## src/rtl/grayscale.sv

```systemverilog
// RGB-to-grayscale front end for the edge-detection pipeline: two registered stages with
// FIFO back-pressure and raster tracking. Define GRAYSCALE_LUMA_EN for BT.601 luma; otherwise exact (R+G+B)/3.
module grayscale #(
  parameter int DATA_WIDTH   = 8,
  parameter int IMAGE_WIDTH  = 720,
  parameter int IMAGE_HEIGHT = 540
) (
  input  logic                    clk,
  input  logic                    rst,
  input  logic                    input_empty,
  input  logic [3*DATA_WIDTH-1:0] rgb_in,
  output logic                    read_fifo,
  input  logic                    output_full,
  output logic                    write_fifo,
  output logic [DATA_WIDTH-1:0]   gray_out,
  output logic                    frame_done
);

  localparam int CW = (IMAGE_WIDTH  > 1) ? $clog2(IMAGE_WIDTH)  : 1;
  localparam int RW = (IMAGE_HEIGHT > 1) ? $clog2(IMAGE_HEIGHT) : 1;
  localparam logic [DATA_WIDTH-1:0] GRAY_MAX = '1;

  logic [DATA_WIDTH-1:0] chanR, chanG, chanB;
  logic                  en1, en2;
  logic                  v1_q, v2_q;
  logic [DATA_WIDTH-1:0] gray_q, gray_d;
  logic [CW-1:0]         col_q, col_d;
  logic [RW-1:0]         row_q, row_d;
  logic                  colLast, rowLast;

  assign chanR = rgb_in[3*DATA_WIDTH-1:2*DATA_WIDTH];
  assign chanG = rgb_in[2*DATA_WIDTH-1:DATA_WIDTH];
  assign chanB = rgb_in[DATA_WIDTH-1:0];

  // A stage may advance when it is empty or when the stage after it is draining.
  assign en2        = !v2_q || !output_full;
  assign en1        = !v1_q || en2;
  assign read_fifo  = !rst && !input_empty && en1;
  assign write_fifo = !rst && v2_q && !output_full;
  assign gray_out   = gray_q;

`ifdef GRAYSCALE_LUMA_EN
  localparam int SUMW = 2*DATA_WIDTH + 2;

  logic [SUMW-1:0] prodR_q, prodG_q, prodB_q;
  logic [SUMW-1:0] prodR_d, prodG_d, prodB_d;
  logic [SUMW-1:0] lumaSum, lumaScaled;

  always_comb begin
    prodR_d    = SUMW'(chanR) * SUMW'(77);
    prodG_d    = SUMW'(chanG) * SUMW'(150);
    prodB_d    = SUMW'(chanB) * SUMW'(29);
    lumaSum    = prodR_q + prodG_q + prodB_q + SUMW'(128);
    lumaScaled = lumaSum >> 8;
    gray_d     = (lumaScaled > SUMW'(GRAY_MAX)) ? GRAY_MAX : lumaScaled[DATA_WIDTH-1:0];
  end

  always_ff @(posedge clk or posedge rst) begin
    if (rst) begin
      prodR_q <= '0;
      prodG_q <= '0;
      prodB_q <= '0;
    end else if (read_fifo) begin
      prodR_q <= prodR_d;
      prodG_q <= prodG_d;
      prodB_q <= prodB_d;
    end
  end
`else
  localparam int AVGW = DATA_WIDTH + 2;

  logic [AVGW-1:0] sum_q, sum_d, avgQuot;

  // Division by a constant keeps the average exact rather than a multiply-shift approximation.
  always_comb begin
    sum_d   = AVGW'(chanR) + AVGW'(chanG) + AVGW'(chanB);
    avgQuot = sum_q / AVGW'(3);
    gray_d  = (avgQuot > AVGW'(GRAY_MAX)) ? GRAY_MAX : avgQuot[DATA_WIDTH-1:0];
  end

  always_ff @(posedge clk or posedge rst) begin
    if (rst) begin
      sum_q <= '0;
    end else if (read_fifo) begin
      sum_q <= sum_d;
    end
  end
`endif

  assign colLast    = (col_q == CW'(IMAGE_WIDTH - 1));
  assign rowLast    = (row_q == RW'(IMAGE_HEIGHT - 1));
  assign frame_done = write_fifo && colLast && rowLast;

  always_comb begin
    col_d = col_q;
    row_d = row_q;
    if (write_fifo) begin
      if (colLast) begin
        col_d = '0;
        row_d = rowLast ? '0 : row_q + RW'(1);
      end else begin
        col_d = col_q + CW'(1);
      end
    end
  end

  always_ff @(posedge clk or posedge rst) begin
    if (rst) begin
      v1_q   <= 1'b0;
      v2_q   <= 1'b0;
      gray_q <= '0;
      col_q  <= '0;
      row_q  <= '0;
    end else begin
      if (en1) v1_q <= read_fifo;
      if (en2) v2_q <= v1_q;
      if (en2 && v1_q) gray_q <= gray_d;
      col_q <= col_d;
      row_q <= row_d;
    end
  end

endmodule

```

## config.mk

```make
export PLATFORM = sky130hd
export DESIGN_NAME = grayscale
export DESIGN_NICKNAME = d
export VERILOG_FILES = /design/src/rtl/grayscale.sv
export SDC_FILE = /design/constraint.sdc
export NUM_CORES = 1
export LEC_CHECK = 0
export CORE_MARGIN = 10
export CORE_UTILIZATION = 35
export DETAILED_ROUTE_END_ITERATION = 8
export DONT_BUFFER_PORTS = 1
export HOLD_SLACK_MARGIN = 0.05
export PLACE_DENSITY = 0.45
export SLEW_MARGIN = 20
export SYNTH_ARGS = -nofsm -noshare
export SYNTH_HDL_FRONTEND = slang
export SYNTH_SLANG_ARGS = --single-unit
```

## constraint.sdc

```tcl
create_clock -name clk -period 3.6 [get_ports clk]
set_clock_uncertainty 0.05 [all_clocks]
set_input_delay 0.54 -clock clk [delete_from_list [all_inputs] [get_ports clk]]
set_output_delay 0.54 -clock clk [all_outputs]
set_load 0.005 [all_outputs]
```

# Yosys cells after proc, flatten, opt, wreduce, memory -nomap -nowiden
# Cells that the tools add are included.
# classes
add_sub_neg	4
div	1
magnitude_cmp	1
n_eq_ne	2
n_mux	3
n_reduce_logical	15
# ops
operator	count
10-bit by 1-bit adder with 10-bit output (second input constant)	2
10-bit == test (second input constant)	2
10-bit two-way mux	2
9-bit by 8-bit adder with 10-bit output	1
10-bit by 2-bit divider with 10-bit output (second input constant)	1
10-bit by 8-bit > comparator with 1-bit output (second input constant)	1
8-bit by 8-bit adder with 9-bit output	1
8-bit two-way mux	1
1-bit logical AND	7
1-bit zero test	5
1-bit logical OR	2
2-bit AND reduction	1
# totals
regBits	40
inputBits	28
out_inout_bits	11
wordCells	32

# Logic depth before layout (Yosys ltp)
# logic_depth
depth_word	5
ltp_mapped	15
ltp_nobuf	13

# Worst setup path before layout
# Ideal clock, no wire load.
# synth_timing
path_kind	register to register
start	register sum_q[6]
end	register gray_q[0] (netlist: gray_out[0])
setup_ns	0.127
arrival_ns	3.032
required_ns	3.423
setup_slack_ns	0.391
stages_incl_launch_ff	14
path_buffers	0
period_less_slack_ns	3.209
path_cell_list	dfrtp_1 or4b_4 mux2i_4 o22ai_2 a21o_1 o211ai_1 and2_1 ha_1 a2111oi_0 nand3_1 a21oi_1 a311oi_1 nand4_1 a31oi_1
# synth_between
elab_chain_cells	3
# synth_lines
element	line_no	source
start, declared	72	logic [AVGW-1:0] sum_q, sum_d, avgQuot;
start signal, assigned	85	sum_q <= sum_d;
10-bit by 2-bit divider with 10-bit output (*)	77	avgQuot = sum_q / AVGW'(3);
10-bit by 8-bit > comparator with 1-bit output	78	gray_d = (avgQuot > AVGW'(GRAY_MAX)) ? GRAY_MAX : avgQuot[DATA_WIDTH-1:0];
8-bit two-way mux (*)	78	
end signal, assigned	117	if (en2 && v1_q) gray_q <= gray_d;
end, declared	26	logic [DATA_WIDTH-1:0] gray_q, gray_d;
# Mark *: on every way between the ends. The rest lies on a longest branch, timed or not.
# A chain may end at the register's enable or synchronous reset.

# Final worst setup path
# layout_timing
start	register sum_q[7]
end	register gray_q[0] (netlist: gray_out[0])
# The elaborated chain is that of the path after synthesis.

==> summary.txt <==
====================================================================================
Result of the run                                                          completed
Cell area after placement                                                   3120 um2
Overflow after GRT                                                                 0
Sequential area share after synthesis                                          33.4%
Cells after synthesis                                                            336
Clk buf depth                                                                      2
Post-route insts no fill                                                         448
Area share of fa/ha/maj cells after synthesis                                  10.2%
Peak supply drop                                                              176 uV
Post-Syn Area                                                               3000 um2
Endpoint class of the critical path                                             flop
DIE HEIGHT                                                                    113 um
Post-DP HPWL                                                                 4.94 mm
Max_cap viols                                                                      0
Initial antenna violation count                                                    0
Global Route Usage Sum                                                         10.2%
Width of the die                                                              113 um
Worst Setup Start Kind                                                          flop
Finished Core Util                                                             39.3%
Crit path required time                                                      3730 ps
Root Buffer Master                                                      sky130_fd_sc_hd__clkbuf_8
Number of clock buffers inserted by TritonCTS                                      5
Category of the critical setup timing path                                   reg2reg
Setup Viol. Count Final                                                            0
Number of I/O port buffers                                                         0
Initial core utilization                                                       36.3%
Number of nets still failing antenna checks after routing                          0
Antenna fix cells                                                                  0
Hold violation total from the final report                                         0
Average size of a mapped cell                                               8.91 um2
Routed wire length                                                           6.35 mm
Timing-limited maximum frequency                                             304 MHz
Ratio of cells with drive above 1 in the final layout                          12.8%
DR pass1 iterations                                                                4
Cell variety after synth                                                          63
Via density                                                                     5.18
Endpoint arrival time on the critical path                                   3420 ps
Weighted congestion at the end of routability-driven global placement          0.865
Area added between synthesis and finish                                        8.27%
Clk Latency, worst-skew pair                                                  290 ps
Post-synthesis mux area share                                                  1.46%
Final critical-path share of the clock period                                  91.4%
H-Tree Level Count                                                                 2
Wire length of the first global-routing pass                                 11.1 mm
Placeable core area                                                         8260 um2
Critical Path Fanout Max                                                          13
Number of nets produced by synthesis                                             383
Largest family of logic cells by synthesized area                       simple AND/OR/NAND/NOR gates
Total number of placement rows                                                    33
Hold Path Class                                                             in2async
Via count of the first global-routing pass                                      2392
Slew Viols, Final                                                                  0
Pin count of the biggest net entering global routing                              31
RSZ-0062 raised after global routing                                           false
Setup total negative slack                                                      0 ps
Simple logic cell fraction of the synthesized area                             22.3%
Area of the die                                                            12700 um2
Drt first-iter violations                                                        161
Final layout net count                                                           389
Clock tree from TritonCTS                                                      built
Complex-gate fraction of the synthesized area                                  20.6%
Leakage power                                                             0.00137 uW
Design Area, Final                                                          3240 um2
Worst relative slew slack                                                      62.7%
Total power density per cell area                                         609 nW/um2
Fraction of registers with async set/reset                                      100%
EDFF count, synth                                                                  0
Routed length per instance                                                   14.2 um
Boundary Pins                                                                     39
Worst-margin pin slew                                                         554 ps
Number of register bits inferred by synthesis                                     40
Final min period                                                             3290 ps
Vias after detailed routing                                                     2321
DR DRC count                                                                       0
Clock-pin slew on the worst setup and hold paths                               90 ps
Total of warnings raised by yosys                                                  0
Total number of clock tree sinks                                                  40
Smallest hold slack                                                          54.4 ps
Post-placement cell count                                                        438
Synth Flop Type                                                         sky130_fd_sc_hd__dfrtp_1
Xor and xnor area share after synthesis                                        6.47%
====================================================================================
==> area by class of cell <==
class                   count  area [um2]
inverters                  19        73.8
clock inverters             3        18.8
fillers                   841        5010
multi-input cells         263        1850
clock buffers               5        68.8
flip-flops and latches     40        1000
repair buffers             13        97.6
well taps                 105         131
==> Yosys cell counts (2+ instances only) <==
cell / count / area [um2]
sky130_fd_sc_hd__nand3b_1: 4 / 30.0
sky130_fd_sc_hd__a31oi_1: 3 / 18.8
sky130_fd_sc_hd__buf_6: 3 / 33.8
sky130_fd_sc_hd__fa_1: 9 / 180
sky130_fd_sc_hd__or3b_1: 3 / 26.3
sky130_fd_sc_hd__and2_1: 5 / 31.3
sky130_fd_sc_hd__o31ai_1: 2 / 15.0
sky130_fd_sc_hd__nor2b_1: 4 / 25.0
sky130_fd_sc_hd__or4_1: 2 / 15.0
sky130_fd_sc_hd__and3_1: 2 / 12.5
sky130_fd_sc_hd__nand3_1: 13 / 65.1
sky130_fd_sc_hd__o21ai_0: 26 / 130
sky130_fd_sc_hd__o21bai_1: 2 / 15.0
sky130_fd_sc_hd__o211ai_2: 3 / 37.5
sky130_fd_sc_hd__nand4_1: 9 / 56.3
sky130_fd_sc_hd__nor3b_1: 2 / 15.0
sky130_fd_sc_hd__a32oi_2: 2 / 32.5
sky130_fd_sc_hd__a41oi_1: 2 / 17.5
sky130_fd_sc_hd__o22ai_1: 3 / 18.8
sky130_fd_sc_hd__a21oi_1: 24 / 120
sky130_fd_sc_hd__ha_1: 10 / 125
sky130_fd_sc_hd__nand2b_1: 4 / 25.0
sky130_fd_sc_hd__clkbuf_1: 5 / 18.8
sky130_fd_sc_hd__nand4bb_1: 2 / 22.5
sky130_fd_sc_hd__nand2_1: 38 / 143
sky130_fd_sc_hd__nor2_1: 24 / 90.1
sky130_fd_sc_hd__a21o_1: 8 / 60.1
sky130_fd_sc_hd__dfrtp_1: 40 / 1000
sky130_fd_sc_hd__nor3_1: 7 / 35.0
sky130_fd_sc_hd__o22ai_2: 2 / 25.0
sky130_fd_sc_hd__xnor2_1: 10 / 87.6
sky130_fd_sc_hd__buf_4: 3 / 22.5
sky130_fd_sc_hd__buf_2: 3 / 15.0
sky130_fd_sc_hd__xor2_1: 9 / 78.8
sky130_fd_sc_hd__o21a_1: 2 / 15.0
sky130_fd_sc_hd__inv_1: 16 / 60.1
sky130_fd_sc_hd__clkinv_2: 2 / 10.0
sky130_fd_sc_hd__a211oi_1: 2 / 15.0
sky130_fd_sc_hd__o21ai_1: 2 / 10.0
==> cell usage in the layout (no fill, tap or decap), types with 2 or more instances in the layout <==
cell	netlist	final
sky130_fd_sc_hd__o21ai_1	2	2
sky130_fd_sc_hd__xor2_1	9	9
sky130_fd_sc_hd__a21oi_1	24	24
sky130_fd_sc_hd__fa_1	9	9
sky130_fd_sc_hd__o31ai_1	2	2
sky130_fd_sc_hd__nand3b_1	4	4
sky130_fd_sc_hd__nand2b_1	4	4
sky130_fd_sc_hd__o21ai_0	26	26
sky130_fd_sc_hd__nor3_1	7	7
sky130_fd_sc_hd__ha_1	10	10
sky130_fd_sc_hd__o21a_1	2	2
sky130_fd_sc_hd__a211oi_1	2	2
sky130_fd_sc_hd__dfrtp_1	40	37
sky130_fd_sc_hd__nand2_1	38	38
sky130_fd_sc_hd__xnor2_1	10	10
sky130_fd_sc_hd__and2_1	5	5
sky130_fd_sc_hd__nor2b_1	4	4
sky130_fd_sc_hd__clkinv_2	2	4
sky130_fd_sc_hd__nand4_1	9	9
sky130_fd_sc_hd__or3b_1	3	3
sky130_fd_sc_hd__o21bai_1	2	2
sky130_fd_sc_hd__dfrtp_2	0	3
sky130_fd_sc_hd__a41oi_1	2	2
sky130_fd_sc_hd__buf_4	3	13
sky130_fd_sc_hd__o22ai_2	2	2
sky130_fd_sc_hd__o22ai_1	3	3
sky130_fd_sc_hd__o211ai_2	3	3
sky130_fd_sc_hd__a21o_1	8	8
sky130_fd_sc_hd__and3_1	2	2
sky130_fd_sc_hd__clkbuf_8	0	5
sky130_fd_sc_hd__nand4bb_1	2	2
sky130_fd_sc_hd__or4_1	2	2
sky130_fd_sc_hd__nor3b_1	2	2
sky130_fd_sc_hd__a31oi_1	3	3
sky130_fd_sc_hd__inv_1	16	16
sky130_fd_sc_hd__nand3_1	13	13
sky130_fd_sc_hd__nor2_1	24	24
==> worst max-delay path, cell delays in order (launching register included) <==
cell	delay [ps]
sky130_fd_sc_hd__dfrtp_2	510
sky130_fd_sc_hd__or4b_4	560
sky130_fd_sc_hd__mux2i_4	180
sky130_fd_sc_hd__o22ai_2	150
sky130_fd_sc_hd__nand3_1	160
sky130_fd_sc_hd__o211ai_1	140
sky130_fd_sc_hd__and2_1	170
sky130_fd_sc_hd__ha_1	290
sky130_fd_sc_hd__a2111oi_2	330
sky130_fd_sc_hd__buf_4	180
sky130_fd_sc_hd__nand3_1	70
sky130_fd_sc_hd__a21oi_1	130
sky130_fd_sc_hd__a311oi_1	70
sky130_fd_sc_hd__nand4_1	100
sky130_fd_sc_hd__a31oi_1	80
==> through the flow <==
stage	total power (uW)	setup slack (ps)
3_5_place_dp	1630	168
3_3_place_gp	1630	227
6_report	1970	308
5_1_grt	2160	58.8
4_1_cts	1940	155
2_1_floorplan	1460	391
==> path summary, 6_finish.rpt <==
kind	from	to	slack (ps)	cells past startpoint
max reg2reg	sum_q[7]	gray_out[0]	310	14
min reg2reg	col_q[8]	col_q[8]	440	1
max in group asynchronous	rst	sum_q[5]	2700	2
min	rst	col_q[2]	50	1
max	sum_q[7]	gray_out[0]	310	14
min in group clk	input_empty	v1_q	290	1
==> routing by layer <==
metal	routed length, um	share of wire [%]	track usage [%]
met5	0	0	0
met4	102	1.6	3.72
met3	293	4.6	2.56
met2	2950	46	17.1
met1	3000	47	12.4
==> where the power goes <==
group | switching [uW] | total, uW | internal, uW | leakage, uW
combinational | 531 | 978 | 447 | 0.000813
sequential | 146 | 695 | 548 | 0.000508
clock | 166 | 301 | 135 | 0.0000479
total | 843 | 1970 | 1130 | 0.00137
==> logic make-up (layout without fill, tap and decap cells) <==
group,Yosys count,in the layout
adders and majority gates,19,19
and+or+nand+nor,128,128
xor gates and xnor gates,20,20
buffers and inverters,33,40
muxes,3,3
DFF,40,40
AOI/OAI and AO/OA,93,93
==> flip-flops by register name (all words and copies together) (netlist names) <==
name      cells
v2_q          1
col_q        10
gray_out      8
sum_q        10
v1_q          1
row_q        10
==> what timing repair did <==
action	4_1_cts	5_1_grt
hold endpoints to repair	0	0
resized for setup	0	6
setup endpoints to repair	0	1
buffers inserted	0	2
hold buffers	0	0
No activity file was read; power rests on OpenSTA's default activity.
